===== config.mk =====
export PLATFORM = sky130hd
export DESIGN_NAME = mem_addr_decoder
export DESIGN_NICKNAME = d
export VERILOG_FILES = /design/src/rtl/mem_addr_decoder.sv
export SDC_FILE = /design/constraint.sdc
export NUM_CORES = 1
export LEC_CHECK = 0
export BUFFER_PORTS_ARGS = -buffer_cell sky130_fd_sc_hd__buf_2
export CORE_AREA = 2 2 122 124
export DETAILED_ROUTE_END_ITERATION = 16
export DIE_AREA = 0 0 124 126
export HOLD_SLACK_MARGIN = 0.1
export SLEW_MARGIN = 40
export SYNTH_ARGS = -nofsm -noshare
export SYNTH_HDL_FRONTEND = slang
export SYNTH_SLANG_ARGS = --single-unit
export TNS_END_PERCENT = 20

===== constraint.sdc =====
create_clock -name clock -period 2.49 [get_ports clock]
set_input_delay 0.3735 -clock clock [delete_from_list [all_inputs] [get_ports clock]]
set_output_delay 0.3735 -clock clock [all_outputs]
set_load 0.1 [all_outputs]

===== src/rtl/mem_addr_decoder.sv =====
// Address decoder and response router from one core memory port to NUM_SLAVES targets.
// Optional slave timeout is compiled in with `define MEM_DECODER_TIMEOUT_EN.
module mem_addr_decoder #(
    parameter int unsigned NUM_SLAVES = 4,
    parameter logic [NUM_SLAVES*32-1:0] BASE_ADDR =
        {32'h8000_0000, 32'h0200_0000, 32'h0100_0000, 32'h0000_0000},
    parameter logic [NUM_SLAVES*32-1:0] TOP_ADDR =
        {32'h9000_0000, 32'h0200_C000, 32'h0100_0004, 32'h0000_0080},
    parameter int unsigned TIMEOUT_CYCLES = 1024
) (
    input  logic                     clock,
    input  logic                     reset,
    input  logic                     m_valid,
    input  logic                     m_instr,
    input  logic [31:0]              m_addr,
    input  logic [31:0]              m_wdata,
    input  logic [3:0]               m_wstrb,
    output logic [31:0]              m_rdata,
    output logic                     m_ready,
    output logic                     m_error,
    output logic [NUM_SLAVES-1:0]    s_valid,
    output logic                     s_instr,
    output logic [31:0]              s_addr,
    output logic [31:0]              s_wdata,
    output logic [3:0]               s_wstrb,
    input  logic [NUM_SLAVES*32-1:0] s_rdata,
    input  logic [NUM_SLAVES-1:0]    s_ready,
    output logic                     overrun
);

    localparam int unsigned SEL_W = (NUM_SLAVES > 1) ? $clog2(NUM_SLAVES) : 1;

    typedef enum logic [1:0] {
        IDLE = 2'd0,
        REQ  = 2'd1,
        WAIT = 2'd2,
        RESP = 2'd3
    } state_t;

    state_t                  r_state;
    state_t                  w_next_state;
    logic [SEL_W-1:0]        r_sel;
    logic                    r_instr;
    logic [31:0]             r_addr;
    logic [31:0]             r_wdata;
    logic [3:0]              r_wstrb;
    logic [31:0]             r_rdata;
    logic                    r_error;
    logic                    r_overrun;

    logic                    w_hit;
    logic [SEL_W-1:0]        w_hit_sel;
    logic                    w_sel_ready;
    logic [31:0]             w_sel_rdata;
    logic [NUM_SLAVES-1:0]   w_sel_onehot;
    logic                    w_expire;

    // Ascending scan with a found flag gives the lowest index priority on overlap.
    always_comb begin
        w_hit     = 1'b0;
        w_hit_sel = '0;
        for (int unsigned i = 0; i < NUM_SLAVES; i++) begin
            if (!w_hit && (m_addr >= BASE_ADDR[i*32 +: 32]) && (m_addr < TOP_ADDR[i*32 +: 32])) begin
                w_hit     = 1'b1;
                w_hit_sel = SEL_W'(i);
            end
        end
    end

    always_comb begin
        w_sel_ready  = 1'b0;
        w_sel_rdata  = '0;
        w_sel_onehot = '0;
        for (int unsigned i = 0; i < NUM_SLAVES; i++) begin
            if (SEL_W'(i) == r_sel) begin
                w_sel_ready     = s_ready[i];
                w_sel_rdata     = s_rdata[i*32 +: 32];
                w_sel_onehot[i] = 1'b1;
            end
        end
    end

`ifdef MEM_DECODER_TIMEOUT_EN
    localparam int unsigned CNT_W = $clog2(TIMEOUT_CYCLES + 1);

    logic [CNT_W-1:0] r_cnt;

    // Expiry is flagged in the WAIT cycle whose increment would reach the limit.
    assign w_expire = (r_state == WAIT) && (r_cnt == CNT_W'(TIMEOUT_CYCLES - 1));

    always_ff @(posedge clock) begin
        if (reset) begin
            r_cnt <= '0;
        end else if (r_state == REQ) begin
            r_cnt <= '0;
        end else if (r_state == WAIT) begin
            r_cnt <= r_cnt + 1'b1;
        end
    end
`else
    assign w_expire = 1'b0;
`endif

    always_comb begin
        w_next_state = r_state;
        case (r_state)
            IDLE: if (m_valid) w_next_state = w_hit ? REQ : RESP;
            REQ:  w_next_state = WAIT;
            WAIT: if (w_sel_ready || w_expire) w_next_state = RESP;
            RESP: w_next_state = IDLE;
            default: w_next_state = IDLE;
        endcase
    end

    always_ff @(posedge clock) begin
        if (reset) begin
            r_state   <= IDLE;
            r_sel     <= '0;
            r_instr   <= 1'b0;
            r_addr    <= '0;
            r_wdata   <= '0;
            r_wstrb   <= '0;
            r_rdata   <= '0;
            r_error   <= 1'b0;
            r_overrun <= 1'b0;
        end else begin
            r_state <= w_next_state;
            if (m_valid && (r_state != IDLE)) begin
                r_overrun <= 1'b1;
            end
            case (r_state)
                IDLE: begin
                    if (m_valid) begin
                        r_instr <= m_instr;
                        r_addr  <= m_addr;
                        r_wdata <= m_wdata;
                        r_wstrb <= m_wstrb;
                        r_sel   <= w_hit_sel;
                        r_error <= !w_hit;
                        if (!w_hit) begin
                            r_rdata <= '0;
                        end
                    end
                end
                WAIT: begin
                    // A response in the expiry cycle takes precedence over the timeout.
                    if (w_sel_ready) begin
                        r_rdata <= w_sel_rdata;
                        r_error <= 1'b0;
                    end else if (w_expire) begin
                        r_rdata <= '0;
                        r_error <= 1'b1;
                    end
                end
                default: ;
            endcase
        end
    end

    assign m_ready = (r_state == RESP);
    assign m_error = (r_state == RESP) && r_error;
    assign m_rdata = r_rdata;
    assign s_valid = (r_state == REQ) ? w_sel_onehot : '0;
    assign s_instr = r_instr;
    assign s_addr  = r_addr;
    assign s_wdata = r_wdata;
    assign s_wstrb = r_wstrb;
    assign overrun = r_overrun;

endmodule

==> impl_metrics.tcl <==
set metrics [dict create \
    critPathLaunchType "flop" \
    clock_latency_ns 0.35 \
    worstPathArrival_ns 2.32 \
    crit_fanout 32 \
    ir_worst_vdd_mv 0.702 \
    drc 0 \
    hold_viol_final 0 \
    ys_top_cells_by_count "nand2_1, dfxtp_1, a21oi_1" \
    dp_hpwl_microns 12000 \
    drv_slew 0 \
    drt-pass1-iter-count 4 \
    fillers 1444 \
    wirelength_microns 15400 \
    yosys-top-cells-area "dfxtp_1, mux4_2, nand2_1, a21oi_1, a22o_1" \
    wl_met1_microns 5710 \
    slew_headroom_pct 52.6 \
    antenna_found_initial 2 \
    wl_met3_microns 1610 \
    grt_max_degree 70 \
    groute.usage.overall_pct 19.2 \
    syn_area_sq_um 4630 \
    worstMarginPinSlew_ns 0.710 \
    cts_tree "built" \
    fin_worst_skew_ns 0.00891 \
    synth_top_flop_cell "dfxtp_1" \
    max_cap_viol_count 0 \
    initialDrtViolationCount 245 \
    cts_setup_buffers 0 \
    clock_path_buffers 2 \
    layout_min_cycle_time_ns 2.03 \
    setup_violations 0 \
    yosysMostFrequentCell "nand2_1" \
    portBuffers 311 \
    netlist_instances 477 \
    ys_types 36 \
    yosysWarnings 0 \
    gp_congestion 0.805 \
    ctsHoldBuffers 0 \
    avgSynthCellArea_sq_um 9.72 \
    vias 4701 \
    io_pins 312 \
    synth_nets 685 \
    required_ns 2.78 \
    layout.core_utilization_pct 46.2 \
    gr-total-overflow 0 \
    die_height_microns 126 \
    initial_core_util_pct 32.4 \
    cts.sinks 107 \
    syn2layout_area_growth_pct 42.8 \
    h-tree-depth 3 \
    path_class "flop to flop" \
    clk_pin_slew_worst_paths_ns 0.08 \
    route.met2.wl_microns 7830 \
    fin_nets 978 \
    drtAntennaViolNets 0 \
    cts_buffers 9 \
    root_buffer "clkbuf_16" \
    power.density_nw_per_um2 1100 \
    die_area_sq_um 15600 \
    max_freq_ghz 0.493 \
    period_share_pct 81.5 \
    placement_rows 44 \
    routedWlPerCell_microns 16.1 \
    seq_area_frac_synth_pct 46.2 \
    grt_pass1_wl_microns 23200 \
    final_area_sq_um 6620 \
    synth_area_leader_cell "dfxtp_1" \
    leakagePower_nw 3.12 \
    rsz0062_at_grt "false" \
    final_layout_size_suffix_gt1_share_pct 48.8 \
    viasPerCell 4.90 \
    end_kind "flop" \
    die-width_microns 124 \
    synth_edf_count 0 \
    status "complete, no violations" \
    ys_ff_latch 107 \
    core_sq_um 14300 \
    ctsResizeCount 0 \
    grt_pass1_vias 4691 \
    synth_top_area_share_pct 46.2 \
    min_path_type "input pin to flop" \
    maxUsedRoutingLayer "met5" \
    async_flop_share_pct 0 \
    place_area_sq_um 6340 \
]
routing by layer:
metal  vias up  GRT usage, %
met4         2          6.28
met5         -             0
met1      2196          21.1
li1       2276             -
met3        18          6.93
met2       209          33.9
placed cells by master (no fill, tap or decap), types with 3 or more instances in the layout:
master	n
a21oi_1	71
a22o_1	31
buf_12	3
buf_2	311
buf_4	6
clkbuf_16	9
dfxtp_1	105
ha_1	4
inv_1	4
mux4_2	33
nand2_1	145
nor2_1	10
per-stage QoR:
stage               TNS (ns)  setup WS (ns)  hold WS [ns]  cells  power, W
floorplan             -0.363         -0.187         0.487    477   0.00526
detailed placement         0          0.177         0.444    943   0.00597
finish                     0          0.460         0.255    960   0.00727
global placement           0          0.236         0.439    943   0.00592
CTS                        0          0.411         0.235    959   0.00735
global route               0          0.314         0.242    960   0.00762
critical path: stages, from the launching register on:
cell and delay [ns]:
dfxtp_1 0.33, inv_1 0.10, ha_1 0.30, inv_1 0.16, a2111o_1 0.38, a41oi_4 0.28, buf_12 0.22, a22o_1 0.17
report_power, final:
| group | switching, W | internal, W |
|---|---|---|
| sequential | 0.000152 | 0.00200 |
| clock | 0.000665 | 0.000695 |
| combinational | 0.00289 | 0.000871 |
final timing paths:
kind,startpoint,to,slack (ns),depth (start not counted)
max,r_state[0]$_SDFFE_PP0P_,m_rdata[8]$_SDFFE_PP0P_,0.46,7
min,m_wstrb[0],s_wstrb[0]$_SDFFE_PP0P_,0.25,3
max reg2reg,r_state[0]$_SDFFE_PP0P_,m_rdata[8]$_SDFFE_PP0P_,0.46,7
min reg2reg,s_wdata[23]$_SDFFE_PP0P_,s_wdata[23]$_SDFFE_PP0P_,0.45,2
registers in the layout, indices dropped and copies added (netlist names):
name and count:
r_error 1, s_instr 1, s_wstrb 4, r_sel 2, m_rdata 32, overrun 1
s_wdata 32, r_state 2, s_addr 32
cells by family after synthesis:
kind of cell    synth area share, %
buf+inv                        4.62
mux                            16.0
flops                          46.2
simple gates                   16.1
compound gates                 15.9
fa+ha+maj                      1.08
final cells by class:
class	count	area [sq um]	area share, %
Sequential cell	107	2140	32.4
Timing Repair Buffer	320	1660	25.1
Tap cell	184	230	3.48
Antenna cell	1	2.50	0.0378
Multi-Input combinational cell	328	2290	34.6
Clock inverter	5	45.0	0.681
Inverter	4	15.0	0.227
Clock buffer	11	233	3.52
Note: power is estimated with default switching activity, not from simulation.
